$ cat src/rtl/divide_radix_if.sv
// Handshake and operand bundle for divide_radix.
// The abort signal exists only when DIVIDE_ABORT_EN is defined.
interface divide_radix_if #(
    parameter int WIDTH = 8
);
    // start is a request accepted only while the divider is idle (busy=0, finish=0);
    // finish is a one-cycle result-valid pulse with no backpressure, results then hold.
    logic             start;
    logic [WIDTH-1:0] dividend;
    logic [WIDTH-1:0] divisor;
    logic             busy;
    logic             finish;
    logic [WIDTH-1:0] quotient;
    logic [WIDTH-1:0] remainder;
    logic             div_by_zero;
`ifdef DIVIDE_ABORT_EN
    logic             abort;

    modport master (
        output start, dividend, divisor, abort,
        input  busy, finish, quotient, remainder, div_by_zero
    );
    modport slave (
        input  start, dividend, divisor, abort,
        output busy, finish, quotient, remainder, div_by_zero
    );
`else
    modport master (
        output start, dividend, divisor,
        input  busy, finish, quotient, remainder, div_by_zero
    );
    modport slave (
        input  start, dividend, divisor,
        output busy, finish, quotient, remainder, div_by_zero
    );
`endif
endinterface

$ cat src/rtl/divide_radix.sv
// Fixed-latency restoring divider retiring RADIX_BITS quotient bits per cycle.
// Defining DIVIDE_ABORT_EN adds an abort input that cancels a running division.
module divide_radix #(
    parameter int WIDTH      = 8,
    parameter int RADIX_BITS = 1
) (
    input  logic          clk,
    input  logic          rst,
    divide_radix_if.slave bus,
    output logic [1:0]    state_o
);
    localparam int ITER  = WIDTH / RADIX_BITS;
    localparam int CNT_W = (ITER > 1) ? $clog2(ITER) : 1;
    localparam logic [CNT_W-1:0] LAST = CNT_W'(ITER - 1);

    if (WIDTH < 2) begin : g_chk_width
        $error("divide_radix: WIDTH must be at least 2");
    end
    if (RADIX_BITS != 1 && RADIX_BITS != 2 && RADIX_BITS != 4) begin : g_chk_radix
        $error("divide_radix: RADIX_BITS must be 1, 2 or 4");
    end
    if ((WIDTH % RADIX_BITS) != 0) begin : g_chk_div
        $error("divide_radix: WIDTH must be a multiple of RADIX_BITS");
    end

    typedef enum logic [1:0] {
        IDLE = 2'd0,
        CALC = 2'd1,
        DONE = 2'd2
    } state_e;

    state_e           state_q;
    logic [CNT_W-1:0] cnt_q;
    logic [WIDTH-1:0] divisor_q;
    logic [WIDTH-1:0] rem_q, quo_q;
    logic [WIDTH-1:0] rem_d, quo_d;
    logic             dbz_pend_q;
    logic             busy_q, finish_q, dbz_q;
    logic [WIDTH-1:0] quotient_q, remainder_q;

    logic [WIDTH-1:0] acc_rem, acc_quo;
    logic [WIDTH:0]   trial;
    logic [WIDTH+1:0] diff;

    // diff[WIDTH+1] is the borrow of the WIDTH+1 bit trial subtraction.
    always_comb begin
        acc_rem = rem_q;
        acc_quo = quo_q;
        trial   = '0;
        diff    = '0;
        for (int s = 0; s < RADIX_BITS; s++) begin
            trial   = {acc_rem, acc_quo[WIDTH-1]};
            diff    = {1'b0, trial} - {2'b00, divisor_q};
            acc_quo = {acc_quo[WIDTH-2:0], ~diff[WIDTH+1]};
            // A kept difference is always below 2**WIDTH, so its bit WIDTH is zero.
            acc_rem = diff[WIDTH+1] ? trial[WIDTH-1:0] : WIDTH'(diff[WIDTH:0]);
        end
        rem_d = acc_rem;
        quo_d = acc_quo;
    end

    always_ff @(posedge clk) begin
        if (rst) begin
            state_q     <= IDLE;
            cnt_q       <= '0;
            divisor_q   <= '0;
            rem_q       <= '0;
            quo_q       <= '0;
            dbz_pend_q  <= 1'b0;
            busy_q      <= 1'b0;
            finish_q    <= 1'b0;
            dbz_q       <= 1'b0;
            quotient_q  <= '0;
            remainder_q <= '0;
        end else begin
            case (state_q)
                IDLE: begin
                    finish_q <= 1'b0;
                    if (bus.start) begin
                        divisor_q  <= bus.divisor;
                        rem_q      <= '0;
                        quo_q      <= bus.dividend;
                        dbz_pend_q <= (bus.divisor == '0);
                        cnt_q      <= '0;
                        busy_q     <= 1'b1;
                        state_q    <= CALC;
                    end
                end
                CALC: begin
`ifdef DIVIDE_ABORT_EN
                    if (bus.abort) begin
                        busy_q  <= 1'b0;
                        cnt_q   <= '0;
                        state_q <= IDLE;
                    end else
`endif
                    begin
                        rem_q <= rem_d;
                        quo_q <= quo_d;
                        cnt_q <= cnt_q + 1'b1;
                        if (cnt_q == LAST) begin
                            busy_q      <= 1'b0;
                            finish_q    <= 1'b1;
                            quotient_q  <= quo_d;
                            remainder_q <= rem_d;
                            dbz_q       <= dbz_pend_q;
                            state_q     <= DONE;
                        end
                    end
                end
                DONE: begin
                    finish_q <= 1'b0;
                    state_q  <= IDLE;
                end
                default: state_q <= IDLE;
            endcase
        end
    end

    assign bus.busy        = busy_q;
    assign bus.finish      = finish_q;
    assign bus.quotient    = quotient_q;
    assign bus.remainder   = remainder_q;
    assign bus.div_by_zero = dbz_q;
    assign state_o         = state_q;
endmodule

$ cat src/flat_wrapper.sv
// flat-port wrapper written by rule: the top's interface ports become plain ports
module divide_radix_flat 
#(
    parameter int WIDTH      = 8,
    parameter int RADIX_BITS = 1
)
  (clk, rst, state_o, bus_start, bus_dividend, bus_divisor, bus_busy, bus_finish, bus_quotient, bus_remainder, bus_div_by_zero);
  divide_radix_if #(.WIDTH(WIDTH)) bus_i ();
  input  logic clk;
  input  logic rst;
  output logic [1:0] state_o;
  input wire logic [$bits(bus_i.start)-1:0] bus_start;
  input wire logic [$bits(bus_i.dividend)-1:0] bus_dividend;
  input wire logic [$bits(bus_i.divisor)-1:0] bus_divisor;
  output wire logic [$bits(bus_i.busy)-1:0] bus_busy;
  output wire logic [$bits(bus_i.finish)-1:0] bus_finish;
  output wire logic [$bits(bus_i.quotient)-1:0] bus_quotient;
  output wire logic [$bits(bus_i.remainder)-1:0] bus_remainder;
  output wire logic [$bits(bus_i.div_by_zero)-1:0] bus_div_by_zero;
  assign bus_i.start = bus_start;
  assign bus_i.dividend = bus_dividend;
  assign bus_i.divisor = bus_divisor;
  assign bus_busy = bus_i.busy;
  assign bus_finish = bus_i.finish;
  assign bus_quotient = bus_i.quotient;
  assign bus_remainder = bus_i.remainder;
  assign bus_div_by_zero = bus_i.div_by_zero;
  divide_radix #(.WIDTH(WIDTH), .RADIX_BITS(RADIX_BITS)) u_core (.clk(clk), .rst(rst), .bus(bus_i), .state_o(state_o));
endmodule
$ cat config.mk
export PLATFORM = sky130hd
export DESIGN_NAME = divide_radix_flat
export DESIGN_NICKNAME = d
export VERILOG_FILES = /design/src/rtl/divide_radix_if.sv /design/src/rtl/divide_radix.sv /design/src/flat_wrapper.sv
export SDC_FILE = /design/constraint.sdc
export NUM_CORES = 1
export LEC_CHECK = 0
export CORE_UTILIZATION = 57
export CTS_CLUSTER_DIAMETER = 50
export DETAILED_ROUTE_END_ITERATION = 7
export GPL_TIMING_DRIVEN = 1
export PLACE_DENSITY = 0.87
export RECOVER_POWER = 100
export SYNTH_ARGS = -nofsm -noshare
export SYNTH_HDL_FRONTEND = slang
export SYNTH_SLANG_ARGS = --single-unit
$ cat constraint.sdc
create_clock -name clk -period 4.4 [get_ports clk]
set_clock_uncertainty 0.1 [all_clocks]
set_input_delay 0.88 -clock clk [delete_from_list [all_inputs] [get_ports clk]]
set_output_delay 0.88 -clock clk [all_outputs]
set_load 0.005 [all_outputs]
==> impl_metrics.env, run 1 <==
export IMPL_core_mm2=0.00400
export IMPL_grt_pass1_wl_mm=8.08
export IMPL_holdWs_ps=353
export IMPL_switchingPower_uw=320
export IMPL_cts_tree="yes"
export IMPL_min_period_ps=2910
export IMPL_swShare=0.312
export IMPL_viasPerCell=5.56
export IMPL_critPathMaxFanout=11
export IMPL_area_delta_synth_final_pct=18.7
export IMPL_p_int_uw=705
export IMPL_grt_pass1_vias=1767
export IMPL_antenna_found_initial=0
export IMPL_layout_common_cells="51 x nand2_1, 49 x dfxtp_1, 34 x a21oi_1"
export IMPL_port_buffers=39
export IMPL_cp_cell_sequence="dlygate4sd3_1, nor2b_1, clkbuf_1, nor2b_1, nand3_1, a21oi_1"
export IMPL_drt_pass1_iterations=4
export IMPL_hp_class="flip-flop to flip-flop"
export IMPL_ctsHoldBuffers=0
export IMPL_fp_dieH_um=66.7
export IMPL_drcViolationCount=0
export IMPL_critPathBufInv=2
export IMPL_place_hpwl_mm=3.70
export IMPL_ys_seq_elements=49
export IMPL_grt_setup_unrepaired="no"
export IMPL_finalMaxSlewViolations=0
export IMPL_async_reset_ff_frac=0
export IMPL_setup_viol=0
export IMPL_clk_pin_slew_ps=80
export IMPL_path_common_cell="nor2b_1"
export IMPL_num_io_pins=40
export IMPL_drt_iter0_drc=149
export IMPL_seqPwrFrac=0.473
export IMPL_dp_cells=365
export IMPL_cp_slowest_cell="nor2b_1"
export IMPL_end_kind="flip-flop"
export IMPL_path_class="input port to flip-flop"
export IMPL_cp_arrival_ps=3050
export IMPL_clkPwrFrac=0.256
export IMPL_dieArea_mm2=0.00444
export IMPL_ir_drop_mv=0.311
export IMPL_ys_types=43
export IMPL_grt_ovfl_total=0
export IMPL_syn_avg_cell_area_um2=8.19
export IMPL_clk_path_buf_depth=2
export IMPL_synth_fp_nets=321
export IMPL_power_frac_comb=0.271
export IMPL_cts_sinks=49
export IMPL_route_final_wire_length_mm=5.07
export IMPL_p_leak_nw=1.16
export IMPL_syn_inst=291
export IMPL_syn_area_mm2=0.00238
export IMPL_clockRootBuffer="clkbuf_8"
export IMPL_cp_top_family="buffers and inverters"
export IMPL_max_slew_margin=0.146
export IMPL_hold_viol=0
export IMPL_synth_main_ff_cell="dfxtp_1"
export IMPL_synth_seq_area_share=0.412
export IMPL_fp_dieW_um=66.7
export IMPL_start_kind="input port"
export IMPL_finalCritPeriodShare=0.661
export IMPL_cap_violations=0
export IMPL_worstMarginPinSlew_ps=1280
export IMPL_power_mw=1.02
export IMPL_cts_setup_buffers=0
export IMPL_instances_no_fill=372
export IMPL_cts_resized=0
export IMPL_h_tree_depth=2
export IMPL_drive_above_1_share=0.0466
export IMPL_rows=23
export IMPL_vias=2069
export IMPL_grt_total_usage=0.245
export IMPL_grt_max_degree=39
export IMPL_layout_cells_most_common="nand2_1"
export IMPL_final_nets=352
export IMPL_gp_congestion=0.876
export IMPL_synth_largest_area_cell="dfxtp_1"
export IMPL_antenna_cells=0
export IMPL_final_core_util=0.707
export IMPL_synth_warnings=0
export IMPL_synth_top_area_share=0.412
export IMPL_fmax_ghz=0.344
export IMPL_cts_buffers=5
export IMPL_critPathRequiredTime_ps=4540
export IMPL_status="finished clean"
export IMPL_cpPeakStageDelay_ps=650
export IMPL_avgRoutedWirePerCell_um=13.6
export IMPL_final_setup_tns_ps=0
export IMPL_synth_edf_count=0
export IMPL_synth_area_leaders="dfxtp_1 41%, nand2_1 8.0%, a21oi_1 7.1%"
export IMPL_ant_nets=0
export IMPL_p_per_area_mw_per_mm2=362
export IMPL_start_util=0.596
export IMPL_clock_latency_ps=310
## final cells by class
| cell class | instances | area, um^2 |
|---|---|---|
| clock buffers | 7 | 86.3 |
| fillers | 336 | 1170 |
| inverters | 15 | 56.3 |
| multi-input cells | 210 | 1240 |
| flip-flops and latches | 49 | 981 |
| well taps | 50 | 62.6 |
| repair buffers | 41 | 402 |
## worst min-delay path: stages (launching register included)
cell     delay [ps]
dfxtp_1         310
nand2_1          50
a21oi_1          50
## cell usage after synthesis, drive strengths merged (2+ instances only)
cell,n
nand2,52
dfxtp,49
a21oi,35
nor2,32
o21ai,17
inv,15
a211oi,10
buf,10
ha,10
mux2i,9
clkbuf,7
nand3,5
nor2b,5
nand2b,3
xor2,3
a22oi,2
and2,2
nand4,2
nor3,2
nor3b,2
nor4,2
o221a,2
## power groups by stage
stage | combinational [mW] | sequential, mW | clock, mW
floorplan | 0.227 | 0.488 | 0
global placement | 0.271 | 0.493 | 0
detailed placement | 0.278 | 0.494 | 0
CTS | 0.279 | 0.484 | 0.266
global route | 0.308 | 0.487 | 0.283
finish | 0.278 | 0.484 | 0.263
## flip-flops by register name (all words and copies together) (netlist names)
| signal | cells |
|---|---|
| u_core.bus.busy | 1 |
| u_core.bus.div_by_zero | 1 |
| u_core.bus.finish | 1 |
| u_core.bus.quotient | 8 |
| u_core.bus.remainder | 8 |
| u_core.cnt_q | 3 |
| u_core.dbz_pend_q | 1 |
| u_core.divisor_q | 8 |
| u_core.quo_q | 8 |
| u_core.rem_q | 8 |
| u_core.state_o | 2 |
## per-stage QoR
step / worst slack, ps / cell area (um^2)
after CTS: 1880 / 2840
after global placement: 1610 / 2750
after global routing: 1300 / 2830
after detailed placement: 1570 / 2750
final: 1490 / 2830
after floorplan: 2400 / 2380
## routing by layer
| layer | wire length (um) | global-route usage |
|---|---|---|
| met1 | 2440 | 0.314 |
| met2 | 2320 | 0.386 |
| met3 | 216 | 0.0685 |
| met4 | 100 | 0.0931 |
| met5 | 0 | 0 |
## logic make-up (layout without fill, tap and decap cells)
logic type	after synthesis	in the layout	synth area share
buffers and inverters	32	63	0.0651
and+or+nand+nor	109	109	0.202
AOI/OAI and AO/OA	78	78	0.212
xor gates and xnor gates	3	3	0.0110
DFF	49	49	0.412
muxes	9	9	0.0378
adders and majority gates	11	11	0.0609
## worst paths after layout
| kind | cells after the start | to | slack [ps] | from |
|---|---|---|---|---|
| worst max-delay path | 6 | u_core.dbz_pend_q | 1490 | bus_start |
| worst min-delay path | 2 | u_core.bus.quotient[6] | 350 | u_core.bus.quotient[6] |
| worst max register to register | 4 | u_core.bus.remainder[0] | 1660 | u_core.state_o[0] |
| worst min register to register | 2 | u_core.bus.quotient[6] | 350 | u_core.bus.quotient[6] |
(Power assumes the default switching activity.)
==> run 2, diff against run 1 <==
CORE_UTILIZATION = 53   (was 57)
PLACE_DENSITY = 0.82   (was 0.87)
clock period = 3 ns   (was 4.4 ns; I/O delays follow)
==> run 2 against run 1 <==
Register-to-register slack lost 1000 ps. Worst hold slack gained 4.6 ps. Highest routed layer unchanged. Largest cell class unchanged. Largest power group unchanged. Critical path type is now flip-flop to flip-flop. Via count grew 1.2%. Die area grew 7.3%.
==> impl_metrics.env, run 2 (synthesized netlist as in run 1, its figures left out) <==
export IMPL_critPathBufInv=1
export IMPL_cpPeakStageDelay_ps=460
export IMPL_start_kind="flip-flop"
export IMPL_final_nets=357
export IMPL_cp_top_family="compound AO/OA/AOI/OAI gates"
export IMPL_end_kind="flip-flop"
export IMPL_fp_dieW_um=69.0
export IMPL_ant_nets=0
export IMPL_antenna_found_initial=0
export IMPL_layout_cells_most_common="nand2_1"
export IMPL_fillers=387
export IMPL_cts_resized=0
export IMPL_power_frac_comb=0.257
export IMPL_drcViolationCount=0
export IMPL_grt_max_degree=23
export IMPL_worstHoldEndpoint="u_core.divisor_q[4]"
export IMPL_antenna_cells=0
export IMPL_ir_drop_mv=0.427
export IMPL_vias=2093
export IMPL_cts_tree="yes"
export IMPL_place_hpwl_mm=3.83
export IMPL_clk_path_buf_depth=2
export IMPL_clk_pin_slew_ps=90
export IMPL_whs_path_depth=2
export IMPL_route_final_wire_length_mm=5.18
export IMPL_power_mw=1.59
export IMPL_cp_slowest_cell="ha_1"
export IMPL_min_period_ps=2380
export IMPL_swShare=0.309
export IMPL_seqPwrFrac=0.444
export IMPL_critPathMaxFanout=10
export IMPL_finalCritPeriodShare=0.793
export IMPL_path_class="flip-flop to flip-flop"
export IMPL_layout_common_cells="52 x nand2_1, 49 x dfxtp_1, 34 x a21oi_1"
export IMPL_rr_startpoint="u_core.divisor_q[6]"
export IMPL_hold_viol=0
export IMPL_grt_ovfl_total=0
export IMPL_cts_sinks=49
export IMPL_fp_dieH_um=69.0
export IMPL_ctsHoldBuffers=0
export IMPL_p_int_mw=1.10
export IMPL_setup_viol=0
export IMPL_ff2ff_path_depth=7
export IMPL_p_per_area_mw_per_mm2=553
export IMPL_area_delta_synth_final_pct=20.9
export IMPL_clockRootBuffer="clkbuf_8"
export IMPL_rows=24
export IMPL_core_mm2=0.00432
export IMPL_dieArea_mm2=0.00477
export IMPL_num_io_pins=40
export IMPL_dp_cells=372
export IMPL_grt_setup_unrepaired="no"
export IMPL_drt_pass1_iterations=4
export IMPL_final_setup_tns_ps=0
export IMPL_max_slew_margin=0.506
export IMPL_cp_cell_sequence="inv_1, ha_1, nand4_1, a2111o_1, nand2_1, mux2i_1, a21oi_1"
export IMPL_grt_pass1_wl_mm=8.81
export IMPL_r2r_slack_ps=620
export IMPL_drive_above_1_share=0.0549
export IMPL_p_leak_nw=1.18
export IMPL_clkPwrFrac=0.300
export IMPL_grt_total_usage=0.225
export IMPL_cap_violations=0
export IMPL_port_buffers=39
export IMPL_cts_buffers=5
export IMPL_viasPerCell=5.51
export IMPL_fmax_ghz=0.420
export IMPL_gp_congestion=0.880
export IMPL_start_util=0.551
export IMPL_clock_latency_ps=310
export IMPL_worstMarginPinSlew_ps=736
export IMPL_grt_pass1_vias=1954
export IMPL_status="finished clean"
export IMPL_cts_setup_buffers=0
export IMPL_r2r_end="u_core.bus.remainder[3]"
export IMPL_cp_arrival_ps=2440
export IMPL_switchingPower_uw=492
export IMPL_hp_class="flip-flop to flip-flop"
export IMPL_critPathRequiredTime_ps=3070
export IMPL_avgRoutedWirePerCell_um=13.6
export IMPL_finalMaxSlewViolations=0
export IMPL_instances_no_fill=380
export IMPL_h_tree_depth=2
export IMPL_min_delay_start="u_core.divisor_q[4]"
export IMPL_drt_iter0_drc=104
export IMPL_crit_start="u_core.divisor_q[6]"
[run 2: per-stage QoR]
step / setup WS, ps / util / area [um^2] / hold WS (ps)
floorplan: 1060 / - / 2380 / 326
global route: 441 / 0.666 / 2880 / 379
CTS: 709 / 0.672 / 2910 / 359
global placement: 723 / 0.646 / 2790 / 346
detailed placement: 635 / 0.646 / 2790 / 346
finish: 622 / 0.666 / 2880 / 358
[run 2: metal layers]
metal / track usage / vias up / routed length (um) / part of all wire
li1: - / 1072 / - / -
met2: 0.375 / 48 / 2550 / 0.49
met5: 0 / - / 0 / 0
met3: 0.0453 / 7 / 210 / 0.041
met4: 0.0794 / 0 / 68 / 0.013
met1: 0.288 / 966 / 2350 / 0.45
[run 2: area by class of cell]
| type | instances | area [um^2] | area share |
|---|---|---|---|
| clock buffer | 5 | 68.8 | 0.0239 |
| clock inverter | 3 | 46.3 | 0.0161 |
| inverter | 15 | 56.3 | 0.0196 |
| multi-input combinational | 210 | 1230 | 0.429 |
| sequential | 49 | 981 | 0.341 |
| tap | 52 | 65.1 | 0.0226 |
| timing repair buffer | 46 | 428 | 0.149 |
[run 2: worst max path at each step]
stage,to,cells past startpoint,slack (ps)
after floorplan,u_core.bus.remainder[5],9,1060
after global placement,u_core.rem_q[7],5,720
after detailed placement,u_core.rem_q[7],5,640
after CTS,u_core.bus.remainder[6],9,710
after global routing,u_core.rem_q[1],7,440
final,u_core.bus.remainder[3],7,620
[run 2: worst min-delay path: cells and delay by family, from the launching register on]
kind | cells | cell delay, ps
AOI/OAI and AO/OA | 1 | 50
and+or+nand+nor | 1 | 50
DFF | 1 | 320
[run 2: power by group through the flow]
stage               combinational, mW  sequential (mW)  clock [mW]
finish                          0.409            0.707       0.477
CTS                             0.422            0.707       0.483
floorplan                       0.333            0.715           0
global route                    0.454            0.711       0.506
global placement                0.410            0.720           0
detailed placement              0.419            0.722           0
==> run 3, diff against run 2 <==
CORE_UTILIZATION = 47   (was 53)
PLACE_DENSITY = 0.77   (was 0.82)
clock period = 2.1 ns   (was 3 ns; I/O delays follow)
==> run 3 against run 2 <==
Fmax increased by 15%. Global-route usage decreased by 0.76 points. Combinational power increased by 86%. Sequential share of layout area decreased by 2.5 points. Clock power increased by 15%. Count of clock-buffer cells in the layout increased by 2. Utilization decreased by 1.5 points. Worst setup slack got worse by 590 ps. Wire length increased by 8.4%.
==> impl_metrics.env, run 3 (synthesized netlist as in run 1, its figures left out) <==
export IMPL_rows=25
export IMPL_core_mm2=0.00479
export IMPL_rr_startpoint="u_core.quo_q[7]"
export IMPL_placed_area_mm2=0.00289
export IMPL_critPathRequiredTime_ps=2190
export IMPL_gp_congestion=0.822
export IMPL_dp_slack_ps=-196
export IMPL_switchingPower_uw=735
export IMPL_final_setup_tns_ps=0
export IMPL_critPathMaxFanout=3
export IMPL_swShare=0.316
export IMPL_cap_violations=0
export IMPL_hold_viol=0
export IMPL_p_int_mw=1.59
export IMPL_top_layer_used="met4"
export IMPL_design_area_mm2=0.00311
export IMPL_status="finished clean"
export IMPL_cts_buffers=5
export IMPL_port_buffers=39
export IMPL_dp_cells=397
export IMPL_grt_total_usage=0.218
export IMPL_whs_path_depth=2
export IMPL_vias=2156
export IMPL_final_nets=372
export IMPL_finalCritPeriodShare=0.985
export IMPL_fin_ws_ps=30.5
export IMPL_cpPeakStageDelay_ps=380
export IMPL_route_final_wire_length_mm=5.62
export IMPL_r2r_end="u_core.bus.remainder[6]"
export IMPL_cp_arrival_ps=2160
export IMPL_drive_above_1_share=0.155
export IMPL_r2r_slack_ps=30
export IMPL_grt_max_degree=29
export IMPL_max_slew_margin=0.440
export IMPL_cp_slowest_cell="fa_2"
export IMPL_ff2ff_path_depth=9
export IMPL_drt_pass1_iterations=4
export IMPL_start_kind="flip-flop"
export IMPL_min_period_ps=2070
export IMPL_p_leak_nw=1.25
export IMPL_num_io_pins=40
export IMPL_critPathBufInv=2
export IMPL_clock_latency_ps=300
export IMPL_clk_path_buf_depth=2
export IMPL_end_kind="flip-flop"
export IMPL_drt_iter0_drc=191
export IMPL_place_hpwl_mm=3.96
export IMPL_worstMarginPinSlew_ps=833
export IMPL_clockRootBuffer="clkbuf_8"
export IMPL_final_core_util=0.650
export IMPL_grt_setup_unrepaired="yes"
export IMPL_grt_pass1_vias=1986
export IMPL_fp_dieW_um=73.2
export IMPL_avgRoutedWirePerCell_um=13.7
export IMPL_dr_wl_met2_mm=2.72
export IMPL_clkPwrFrac=0.236
export IMPL_hp_class="flip-flop to flip-flop"
export IMPL_drcViolationCount=0
export IMPL_cp_cell_sequence="inv_4, ha_4, inv_2, fa_2, a211oi_4, or4b_4, o2111ai_2, mux2i_1, a21oi_1"
export IMPL_viasPerCell=5.27
export IMPL_wl_met1_mm=2.62
export IMPL_seqPwrFrac=0.437
export IMPL_met3_length_um=170
export IMPL_path_class="flip-flop to flip-flop"
export IMPL_h_tree_depth=2
export IMPL_finalMaxSlewViolations=0
export IMPL_cts_tree="yes"
export IMPL_start_util=0.498
export IMPL_grt_pass1_wl_mm=8.91
export IMPL_clk_pin_slew_ps=80
export IMPL_antenna_cells=0
export IMPL_setup_viol=0
export IMPL_min_delay_start="u_core.bus.quotient[2]"
export IMPL_dieArea_mm2=0.00536
export IMPL_antenna_found_initial=0
export IMPL_worstHoldEndpoint="u_core.bus.quotient[2]"
export IMPL_p_per_area_mw_per_mm2=747
export IMPL_area_delta_synth_final_pct=30.7
export IMPL_instances_no_fill=409
export IMPL_fmax_ghz=0.483
export IMPL_ir_drop_mv=0.601
export IMPL_fp_dieH_um=73.2
export IMPL_grt_ovfl_total=0
export IMPL_cp_top_family="adder cells"
export IMPL_cts_sinks=49
export IMPL_ant_nets=0
export IMPL_layout_cells_most_common="nand2_1"
export IMPL_layout_common_cells="51 x nand2_1, 47 x dfxtp_1, 33 x a21oi_1"
export IMPL_power_frac_comb=0.327
[run 3: cell count changes in the layout (fill, tap and decap cells not counted), moves of 3 or more]
cell,before,now
mux2i_1,9,6
buf_4,3,17
ha_4,0,4
dlygate4sd3_1,23,19
clkdlybuf4s50_1,16,20
ha_1,10,4
[run 3: layout make-up]
cell class / instances / area (um^2)
tap: 67 / 83.8
inverter: 15 / 58.8
timing repair buffer: 61 / 539
multi-input combinational: 210 / 1360
fill: 401 / 1670
sequential: 49 / 983
clock buffer: 7 / 86.3
[run 3: layer usage]
layer / track usage / vias to the layer above
met5: 0 / -
met4: 0.0850 / 0
met3: 0.0373 / 7
met2: 0.350 / 48
met1: 0.290 / 996
li1: - / 1105
[run 3: how the worst max path moves through the flow]
stage                              startpoint                      end  cells after the start
after floorplan           u_core.divisor_q[5]  u_core.bus.remainder[5]                      9
after global placement        u_core.quo_q[7]          u_core.rem_q[6]                      9
after detailed placement      u_core.quo_q[7]          u_core.rem_q[6]                      9
after CTS                     u_core.quo_q[7]          u_core.rem_q[6]                      9
after global routing          u_core.quo_q[7]  u_core.bus.remainder[6]                      9
final                         u_core.quo_q[7]  u_core.bus.remainder[6]                      9
[run 3: what timing repair did]
item,in CTS,in global routing
pin swaps,2,7
gates resized for setup,6,22
endpoints found under the hold margin,0,0
endpoints found under the setup margin,7,15
setup buffers,0,5
gates cloned,0,0
hold buffers,0,0
[run 3: power by group through the flow]
stage          logic (mW)  registers [mW]  clock network [mW]
5_1_grt             0.830            1.02               0.606
3_5_place_dp        0.620            1.03                   0
3_3_place_gp        0.615            1.03                   0
2_1_floorplan       0.476            1.02                   0
4_1_cts             0.643            1.01               0.556
6_report            0.761            1.02               0.550
[run 3: worst register-to-register path: cells and delay by family (launching register included)]
family          cells  cell delay [ps]
buf+inv             2              110
flops               1              340
compound gates      3              480
mux                 1              220
fa+ha+maj           2              510
simple gates        1              180
[run 3: stage by stage]
step / hold WS (ps) / total power [mW]
final: 353 / 2.33
after global routing: 380 / 2.46
after CTS: 357 / 2.21
after detailed placement: 347 / 1.65
after global placement: 344 / 1.64
after floorplan: 326 / 1.50
